`config.mk`:
```
export PLATFORM = sky130hd
export DESIGN_NAME = cpu_mc
export DESIGN_NICKNAME = d
export VERILOG_FILES = /design/src/rtl/cpu_mc_pkg.sv /design/src/rtl/cpu_regfile.sv /design/src/rtl/cpu_mc.sv
export SDC_FILE = /design/constraint.sdc
export NUM_CORES = 1
export LEC_CHECK = 0
export CAP_MARGIN = 30
export CORE_UTILIZATION = 45
export CTS_BUF_LIST = sky130_fd_sc_hd__clkbuf_8
export DETAILED_ROUTE_END_ITERATION = 10
export PLACE_DENSITY = 0.65
export SYNTH_ARGS = -nofsm -noshare
export SYNTH_HDL_FRONTEND = slang
export SYNTH_HIERARCHICAL = 1
export SYNTH_SLANG_ARGS = --single-unit
```
`constraint.sdc`:
```
create_clock -name clk -period 5.37 [get_ports clk]
set_input_delay 0.537 -clock clk [delete_from_list [all_inputs] [get_ports clk]]
set_output_delay 0.537 -clock clk [all_outputs]
set_load 0.01 [all_outputs]
```
`src/rtl/cpu_mc_pkg.sv`:
```
// cpu_mc_pkg: opcodes, FSM states and bus bit positions shared by the cpu_mc core.
package cpu_mc_pkg;
  typedef enum logic [2:0] {S_RESET, S_FETCH, S_DECODE, S_EXEC, S_MEM, S_WB, S_HLT} state_t;
  typedef struct packed {logic z; logic c;} flags_t;
  localparam logic [3:0] OP_NOP = 4'h0;
  localparam logic [3:0] OP_ADD = 4'h1;
  localparam logic [3:0] OP_SUB = 4'h2;
  localparam logic [3:0] OP_AND = 4'h3;
  localparam logic [3:0] OP_OR  = 4'h4;
  localparam logic [3:0] OP_XOR = 4'h5;
  localparam logic [3:0] OP_LDI = 4'h6;
  localparam logic [3:0] OP_LD  = 4'h7;
  localparam logic [3:0] OP_ST  = 4'h8;
  localparam logic [3:0] OP_BEQ = 4'h9;
  localparam logic [3:0] OP_HLT = 4'hF;
  localparam int CTRL_RD  = 0;
  localparam int CTRL_WR  = 1;
  localparam int STAT_ACK = 0;
  function automatic logic op_legal(input logic [3:0] op);
    return op <= OP_BEQ || op == OP_HLT;
  endfunction
endpackage

```
`src/rtl/cpu_regfile.sv`:
```
// cpu_regfile: register file with two async read ports, one sync write port and r0 tied to zero.
module cpu_regfile #(
  parameter int WORD_WIDTH = 32,
  parameter int NUM_REGS   = 8
) (
  input  logic                  clk,
  input  logic                  rst,
  input  logic                  we,
  input  logic [3:0]            waddr,
  input  logic [WORD_WIDTH-1:0] wdata,
  input  logic [3:0]            raddr1,
  input  logic [3:0]            raddr2,
  output logic [WORD_WIDTH-1:0] rdata1,
  output logic [WORD_WIDTH-1:0] rdata2
);
  localparam int AW = NUM_REGS > 1 ? $clog2(NUM_REGS) : 1;
  localparam logic [4:0] NR = 5'(NUM_REGS);
  logic [WORD_WIDTH-1:0] regs [NUM_REGS];
  assign rdata1 = {1'b0, raddr1} < NR ? regs[raddr1[AW-1:0]] : '0;
  assign rdata2 = {1'b0, raddr2} < NR ? regs[raddr2[AW-1:0]] : '0;
  // regs[0] is never written, so it keeps its reset value of zero
  always_ff @(posedge clk or negedge rst)
    if (!rst)
      for (int i = 0; i < NUM_REGS; i++) regs[i] <= '0;
    else if (we && waddr != 4'd0 && {1'b0, waddr} < NR)
      regs[waddr[AW-1:0]] <= wdata;
endmodule

```
`src/rtl/cpu_mc.sv`:
```
// cpu_mc: multi-cycle fetch/decode/execute/memory/writeback core mastering the mobo req/ack bus.
module cpu_mc
  import cpu_mc_pkg::*;
#(
  parameter int                    WORD_WIDTH  = 32,
  parameter int                    NUM_REGS    = 8,
  parameter logic [WORD_WIDTH-1:0] RESET_PC    = '0,
  parameter int                    BUS_TIMEOUT = 255
) (
  input  logic                  clk,
  input  logic                  rst,
  output logic [WORD_WIDTH-1:0] mobo_ctrl,
  input  logic [WORD_WIDTH-1:0] mobo_stat,
  output logic [WORD_WIDTH-1:0] addr,
  output logic [WORD_WIDTH-1:0] mobodat_out,
  input  logic [WORD_WIDTH-1:0] mobodat_in,
  output logic                  halted,
  output logic                  err
);
  localparam logic [4:0] NR = 5'(NUM_REGS);
  localparam logic [WORD_WIDTH-1:0] ONE = WORD_WIDTH'(1);
  state_t state, state_nx;
  flags_t flags;
  logic [31:0] ir, tcnt;
  logic [WORD_WIDTH-1:0] pc, ea, mdr, sext, rdata1, rdata2, alu, wdata;
  logic [WORD_WIDTH:0] sum, diff;
  logic [3:0] op, rd, rs1, rs2;
  logic ack, req, tmo, bad, is_ld, is_mem, alu_op, we, unused;
  assign {op, rd, rs1, rs2} = ir[31:16];
  assign sext   = {{(WORD_WIDTH-16){ir[15]}}, ir[15:0]};
  assign ack    = mobo_stat[STAT_ACK];
  assign req    = state == S_FETCH || state == S_MEM;
  assign tmo    = BUS_TIMEOUT != 0 && tcnt == 32'(BUS_TIMEOUT - 1);
  assign bad    = !op_legal(op) || {1'b0, rd} >= NR || {1'b0, rs1} >= NR || {1'b0, rs2} >= NR;
  assign is_ld  = op == OP_LD;
  assign is_mem = op == OP_LD || op == OP_ST;
  assign alu_op = op >= OP_ADD && op <= OP_LDI;
  assign sum    = {1'b0, rdata1} + {1'b0, rdata2};
  assign diff   = {1'b0, rdata1} - {1'b0, rdata2};
  assign we     = (state == S_EXEC && alu_op) || state == S_WB;
  assign wdata  = state == S_WB ? mdr : alu;
  assign unused = ^{mobo_stat[WORD_WIDTH-1:1], flags};
  always_comb
    alu = op == OP_ADD ? sum[WORD_WIDTH-1:0] :
          op == OP_SUB ? diff[WORD_WIDTH-1:0] :
          op == OP_AND ? rdata1 & rdata2 :
          op == OP_OR  ? rdata1 | rdata2 :
          op == OP_XOR ? rdata1 ^ rdata2 :
                         {{(WORD_WIDTH-16){1'b0}}, ir[15:0]};
  cpu_regfile #(.WORD_WIDTH(WORD_WIDTH), .NUM_REGS(NUM_REGS)) u_regfile (
    .clk(clk), .rst(rst), .we(we), .waddr(rd), .wdata(wdata),
    .raddr1(rs1), .raddr2(rs2), .rdata1(rdata1), .rdata2(rdata2)
  );
  always_ff @(posedge clk or negedge rst)
    if (!rst) state <= S_RESET;
    else state <= state_nx;
  always_comb begin
    state_nx = state;
    case (state)
      S_RESET:  state_nx = S_FETCH;
      S_FETCH:  state_nx = ack ? S_DECODE : tmo ? S_HLT : S_FETCH;
      S_DECODE: state_nx = bad ? S_HLT : S_EXEC;
      S_EXEC:   state_nx = is_mem ? S_MEM : op == OP_HLT ? S_HLT : S_FETCH;
      S_MEM:    state_nx = ack ? (is_ld ? S_WB : S_FETCH) : tmo ? S_HLT : S_MEM;
      S_WB:     state_nx = S_FETCH;
      default:  state_nx = S_HLT;
    endcase
  end
  // tcnt counts consecutive unacknowledged req cycles and clears on any other cycle
  always_ff @(posedge clk or negedge rst)
    if (!rst) begin
      ir <= '0;
      pc <= RESET_PC;
      ea <= '0;
      mdr <= '0;
      tcnt <= '0;
      flags <= '0;
      err <= 1'b0;
    end else begin
      tcnt <= req && !ack && !tmo ? tcnt + 32'd1 : '0;
      if ((req && !ack && tmo) || (state == S_DECODE && bad)) err <= 1'b1;
      if (state == S_FETCH && ack) ir <= mobodat_in[31:0];
      if (state == S_MEM && ack) begin
        if (is_ld) mdr <= mobodat_in;
        else pc <= pc + ONE;
      end
      if (state == S_WB) pc <= pc + ONE;
      if (state == S_EXEC) begin
        ea <= rdata1 + sext;
        if (op == OP_BEQ) pc <= pc + ONE + (rdata1 == rdata2 ? sext : '0);
        else if (!is_mem && op != OP_HLT) pc <= pc + ONE;
        flags <= op == OP_ADD ? {sum[WORD_WIDTH-1:0] == '0, sum[WORD_WIDTH]} :
                 op == OP_SUB ? {diff[WORD_WIDTH-1:0] == '0, diff[WORD_WIDTH]} :
                 op == OP_AND || op == OP_OR || op == OP_XOR ? {alu == '0, flags.c} : flags;
      end
    end
  always_comb begin
    mobo_ctrl = '0;
    mobo_ctrl[CTRL_RD] = state == S_FETCH || (state == S_MEM && is_ld);
    mobo_ctrl[CTRL_WR] = state == S_MEM && !is_ld;
  end
  assign addr        = state == S_FETCH ? pc : state == S_MEM ? ea : '0;
  assign mobodat_out = state == S_MEM && !is_ld ? rdata2 : '0;
  assign halted      = state == S_HLT;
endmodule

```
## Word level (Yosys, flattened, before mapping)

Index checks and enable logic that the tools add are counted.
Widths: inputs -> output; s select.

| word-level totals | value |
|---|---|
| word-level logic and storage cells | 127 |
| input port bits | 66 |
| register bits | 420 |
| output and inout bits | 98 |

| operators by class | value |
|---|---|
| mux-type cells | 37 |
| eq/ne operators | 18 |
| reduce and logical (&&, ||, !) cells | 32 |
| bitwise gates (word level) | 6 |
| order comparisons | 13 |
| add/subtract/negate cells | 6 |

Operators by type and width:

| operator | number |
|---|---|
| $mux 32 | 24 |
| $bwmux 256 | 1 |
| $bmux 32 s3 | 2 |
| $add 32x32->32 | 3 |
| $demux 32 s3 | 1 |
| $add 32x1->32 const B | 2 |
| $and 32x32->32 | 1 |
| $eq 32x32->1 | 1 |
| $eq 32x8->1 const B | 1 |
| $or 32x32->32 | 1 |
| $sub 32x32->32 | 1 |
| $xor 32x32->32 | 1 |
| $ge 4x4->1 const B | 6 |
| $mux 3 | 7 |
| $pmux 3 s5 | 1 |
| $logic_and 1x1->1 | 14 |
| $eq 4x3->1 const B | 3 |
| $eq 4x4->1 const B | 3 |
| $lt 4x4->1 const B | 3 |
| $not 3->4 | 3 |
| $eq 3x3->1 const B | 3 |
| $logic_or 1x1->1 | 9 |
| $eq 4x2->1 const B | 2 |
| $eq 3x2->1 const B | 2 |
| 13 further kinds | 17 |

## Longest topological paths before layout

| logic depth | value |
|---|---|
| word-level depth | 13 |
| mapped depth | 26 |
| gate-level depth less buffers | 22 |

## By module

The synthesis kept the hierarchy.

Modules (own cells, without submodules):

| module | seq. area each (um^2) | cells an instance | instances | area each (um^2) |
|---|---|---|---|---|
| cpu_mc | 4,103.9 | 2,200 | 1 | 17,441.7 |
| cpu_regfile | 6,406.1 | 843 | 1 | 13,346.6 |

## Worst setup path after synthesis

OpenSTA, ideal clock, no wires.

| path | value |
|---|---|
| path kind | reg-to-reg |
| start | register ir[21] |
| end | register pc[30] |
| slack | -0.557 ns |
| clock period less this slack | 5.927 ns |
| path buffers | 4 |
| library setup time | 0.090 ns |
| data required time | 5.280 ns |
| cell stages (with the launch flop) | 27 |
| data arrival time | 5.837 ns |
| cell sequence | dfrtp_1 -> buf_4 -> buf_2 -> mux4_2 -> mux2i_1 -> nor2_1 -> inv_1 -> ha_1 -> buf_2 -> nor3_1 -> nand4_1 -> nor4_4 -> clkbuf_1 -> and2_1 -> ha_1 -> inv_1 -> fa_1 -> nor2b_1 -> o31ai_1 -> a2111oi_0 -> o2111ai_1 -> a31oi_1 -> a21oi_1 -> a21oi_1 -> o21ai_0 -> xor2_1 -> o221ai_1 |

| on the way | value |
|---|---|
| longest elaborated chain between the ends | 10 |
| elaborated cells between the ends (all ways) | 11 |
| classes of those cells | add/sub (1); order compare (1); eq/ne (1); mux (7); bitwise (1) |

RTL lines:

| element | RTL line | text |
|---|---|---|
| start: declaration | cpu_mc.sv:24 | `logic [31:0] ir, tcnt;` |
| start signal: assignment | cpu_mc.sv:82 | `if (state == S_FETCH && ack) ir <= mobodat_in[31:0];` |
| $not 3->4 (implied by the code) | cpu_regfile.sv:19 | `assign rdata1 = {1'b0, raddr1} < NR ? regs[raddr1[AW-1:0]] : '0;` |
| $bmux 32 s3 | cpu_regfile.sv:19 |  |
| $mux 32 (implied by the code) (2 in a row) | cpu_regfile.sv:19 |  |
| $mux 32 * | cpu_regfile.sv:19 |  |
| net rdata1[12] | cpu_mc.sv:25 | `logic [WORD_WIDTH-1:0] pc, ea, mdr, sext, rdata1, rdata2, alu, wdata;` |
| $eq 32x32->1 * | cpu_mc.sv:90 | `if (op == OP_BEQ) pc <= pc + ONE + (rdata1 == rdata2 ? sext : '0);` |
| $mux 32 * | cpu_mc.sv:90 |  |
| $add 32x32->32 * | cpu_mc.sv:90 |  |
| $mux 32 * | cpu_mc.sv:90 |  |
| $mux 32 * | cpu_mc.sv:88 | `if (state == S_EXEC) begin` |
| end signal: assignment | cpu_mc.sv:87 | `if (state == S_WB) pc <= pc + ONE;` |
| end signal: assignment | cpu_mc.sv:90 |  |
| end signal: assignment | cpu_mc.sv:91 | `else if (!is_mem && op != OP_HLT) pc <= pc + ONE;` |
| end: declaration | cpu_mc.sv:25 |  |

The timed path passes the listed nets; every way through them passes the cells marked *. The select of a mux whose other input is x is not followed.
A chain may end at the register's enable or synchronous reset.

## Final worst setup path

| path | value |
|---|---|
| start | register ir[16] |
| end | register pc[30] |

| on the way | value |
|---|---|
| longest elaborated chain between the ends | 10 |
| elaborated cells between the ends (all ways) | 11 |
| classes of those cells | add/sub (1); order compare (1); eq/ne (1); mux (7); bitwise (1) |

RTL lines:

| element | RTL line | text |
|---|---|---|
| $not 3->4 (implied by the code) | cpu_regfile.sv:20 | `assign rdata2 = {1'b0, raddr2} < NR ? regs[raddr2[AW-1:0]] : '0;` |
| $bmux 32 s3 | cpu_regfile.sv:20 |  |
| $mux 32 (implied by the code) (2 in a row) | cpu_regfile.sv:20 |  |
| $mux 32 * | cpu_regfile.sv:20 |  |
| net rdata2[20] | cpu_mc.sv:25 |  |
| $eq 32x32->1 * | cpu_mc.sv:90 |  |
| $mux 32 * | cpu_mc.sv:90 |  |
| $add 32x32->32 * | cpu_mc.sv:90 |  |
| $mux 32 * | cpu_mc.sv:90 |  |
| $mux 32 * | cpu_mc.sv:88 |  |

Marked as above.

==> reports/results.md <==
### Routing
* DRT iter0 DRCs: 2736
* final wirelength: 101 mm
* detailed-route wire length per cell: 23.4 microns
* detailed-route vias per instance: 5.98
* final antenna-violating net count: 0
* detailed-routing iteration count for the pre-antenna-repair pass: 8
* number of DRC violations after detailed routing: 0
* via count of the routed design: 25900

### Critical path
* endpoint type of the worst setup path: flop
* critical path data required time: 5.95 ns
* most used cell, CP: buf_4
* highest net fanout along the worst path: 7
* kind of launch point of the worst setup path: flop
* highest-delay cell along the critical path: dfrtp_4
* longest individual stage delay on the worst path: 0.54 ns
* Worst Path Arrival: 6.32 ns
* category of the critical setup timing path: reg -> reg

### Floorplan
* Std-Cell Rows: 95
* # IOs: 164
* initial core utilization: 0.457
* core box area: 0.0674 sq mm
* die footprint: 0.0695 sq mm
* width of the chip: 264 microns
* y dimension of the die: 264 microns

### CTS
* later-pin clock latency in the skew report: 0.70 ns
* buffers from clock root to sink, at most: 3
* Clock transition at path regs: 0.06 ns
* H-tree Lvls: 3
* clock tree from TritonCTS: built
* # clock sinks: 420
* root buffer cell: clkbuf_8
* TritonCTS Buffers: 76

### STA
* final clock period utilization by the worst path: 1.07
* final setup violation count: 24
* slew margin rel.: 0.348
* final count of pins violating max slew: 0
* Setup Skew: 0.0445 ns
* Final Hold Viols: 0
* final worst path period need: 5.74 ns
* RSZ-0062 raised after global routing: true
* Peak Freq: 0.174 GHz
* Worst Max-Slew Pin Slew: 0.976 ns
* PnR worst setup slack: -0.373 ns

### Synth
* mean instance size in the synthesized netlist: 10.1 sq um
* Post-synth EDFFs: 0
* combined area of all synthesized cells: 0.0308 sq mm
* share of async-settable or async-resettable flops after synthesis: 1.00
* Synth Instances: 3043
* synthesis-stage register bit count: 420
* top_reg_cell synth: dfrtp_1
* count of different cell masters after synthesis: 101
* register area share after synthesis: 0.341
* number of warning messages in the yosys log: 6

### GRT
* total global routing track utilization: 0.289
* wire length of the first global-routing pass: 156 mm
* via count of the first global-routing pass: 26400
* largest net degree at the start of global routing: 159
* leftover overflow at the end of global routing: 0
* initial antenna violation count: 1

### Placed design
* total of buffers placed on input and output ports: 102
* final weighted congestion of routability-driven global placement: 0.972
* HPWL Detailed: 73.0 mm
* placed cell count: 4132

### Power and ir drop
* worst-case vdd ir drop: 0.320 mV
* areal power density over the cells: 731 mW/mm^2
* Power Total: 0.0274 W
* Pleak: 16.7 nW

### Min path
* worst hold path type: reg -> reg

### Layout
* area grow syn2layout: 21.7%
* Final Net Count: 3610
* Fillers: 5735
* share of layout cells above drive strength 1: 0.312
* Layout Cells excl Fill: 4326
* final design utilization: 0.556

### Outcome
* result of the run: finished, violations left
* failing checks: negative setup slack

### Job
* count of max-cap constraint violations: 0

-- synthesized netlist by cell type, drive strengths merged, types with 23 or more instances --
cell type	instances	area, sq um
nor2	240	901
dfrtp	420	10500
nand4	32	221
and2	27	174
o31ai	23	173
a21o	36	270
ha	153	1910
o21ai	144	724
nor3	74	375
xnor2	105	927
nand3	58	313
o21bai	34	255
buf	108	632
clkbuf	146	602
a21oi	201	1010
a211oi	33	248
a22o	34	299
xor2	68	596
mux2	290	3380
nand2	183	687
and3	26	165
mux4	128	2880
mux2i	74	741
inv	122	458
-- critical path, delay by kind of cell, from the launching register on --
family / cells / cell delay, ns
AO/OA/AOI/OAI: 8 / 1.37
XOR/XNOR: 1 / 0.17
adder cells (fa/ha/maj): 3 / 0.71
buffers and inverters: 9 / 1.27
flip-flops: 1 / 0.54
multiplexers: 2 / 0.62
AND/OR/NAND/NOR: 6 / 0.96
-- repair_timing --
item                                   4_1_cts  5_1_grt
endpoints found under the hold margin      104        0
setup endpoints to repair                   27      113
pin swaps                                   25       48
hold buffers                                 1        0
setup buffers                               34       17
resized for setup                           67       76
cloned                                       2        0
-- metal layers --
| layer | routed length [microns] | global-route usage | up-vias |
|---|---|---|---|
| met4 | 3380 | 0.109 | 0 |
| met1 | 43400 | 0.387 | 12900 |
| met5 | 0 | 0 | - |
| li1 | - | - | 11800 |
| met2 | 47900 | 0.471 | 993 |
| met3 | 6450 | 0.0443 | 201 |
-- kinds of logic (layout without fill, tap and decap cells) --
family          after synthesis  after routing  share of synthesized area
buf+inv                     380            756                     0.0564
xor+xnor                    173            173                     0.0495
flops                       420            420                      0.341
mux                         492            492                      0.227
compound gates              688            688                      0.145
fa+ha+maj                   158            158                     0.0651
other cells                   1             35                   0.000122
simple gates                731            731                      0.115
-- cells in the final DEF (no fill, tap or decap), types with 34 or more instances in the layout --
cell type / netlist / layout
clkbuf_8: 5 / 96
nand2_1: 183 / 178
o21ai_0: 141 / 129
mux4_2: 128 / 128
a21oi_1: 201 / 186
dfrtp_1: 420 / 414
nand3_1: 55 / 53
o21bai_1: 34 / 34
xor2_1: 68 / 68
mux2_2: 250 / 249
clkdlybuf4s50_1: 0 / 101
nor3_1: 73 / 70
mux2i_1: 74 / 61
xnor2_1: 104 / 103
ha_1: 153 / 136
nor2_1: 240 / 226
buf_4: 38 / 352
inv_1: 122 / 138
a21o_1: 36 / 36
-- power breakdown --
part           leakage (nW)  switching, W  internal [W]
Sequential             5.54       0.00110       0.00418
Combinational          10.3        0.0101       0.00883
Clock                 0.927       0.00145       0.00177
-- registers in the layout, indices dropped and copies added (netlist names) --
register / cells
u_regfile/regs: 256
pc: 32
mdr: 32
tcnt: 32
state: 3
err: 1
ea: 32
ir: 32
-- path summary, 6_finish.rpt --
| check | from | endpoint | slack [ns] | cells after the start |
|---|---|---|---|---|
| setup reg to reg | ir[16]$_DFFE_PN0P_ | pc[30]$_DFF_PN0_ | -0.37 | 29 |
| max in group asynchronous | rst | tcnt[7]$_DFF_PN0_ | 3.37 | 3 |
| hold / removal | u_regfile/regs[238]$_DFFE_PN0P_ | u_regfile/regs[238]$_DFFE_PN0P_ | 0.40 | 0 |
| setup / recovery | ir[16]$_DFFE_PN0P_ | pc[30]$_DFF_PN0_ | -0.37 | 29 |
| min in group asynchronous | rst | u_regfile/regs[226]$_DFFE_PN0P_ | 0.49 | 2 |
| hold reg to reg | u_regfile/regs[238]$_DFFE_PN0P_ | u_regfile/regs[238]$_DFFE_PN0P_ | 0.40 | 0 |
-- final cells by class --
class | instances | area, sq um | area share
Tap cell | 873 | 1090 | 0.0291
Clock inverter | 43 | 297 | 0.00791
Sequential cell | 420 | 10500 | 0.281
Clock buffer | 96 | 1320 | 0.0352
Multi-Input combinational cell | 2272 | 19400 | 0.518
Antenna cell | 5 | 12.5 | 0.000334
Timing Repair Buffer | 492 | 4340 | 0.116
Inverter | 125 | 469 | 0.0125
-- through the flow --
| stage | area (sq um) | hold slack, ns | setup WS, ns | setup TNS [ns] |
|---|---|---|---|---|
| after floorplan | 31100 | 0.241 | -0.0434 | -0.0434 |
| after global placement | 34700 | 0.376 | -0.503 | -4.33 |
| after detailed placement | 34700 | 0.383 | -0.583 | -5.19 |
| after CTS | 37100 | 0.397 | -0.319 | -1.78 |
| after global routing | 37500 | 0.407 | -0.619 | -8.04 |
| final | 37500 | 0.396 | -0.373 | -2.55 |
No activity file was read; power rests on OpenSTA's default activity.
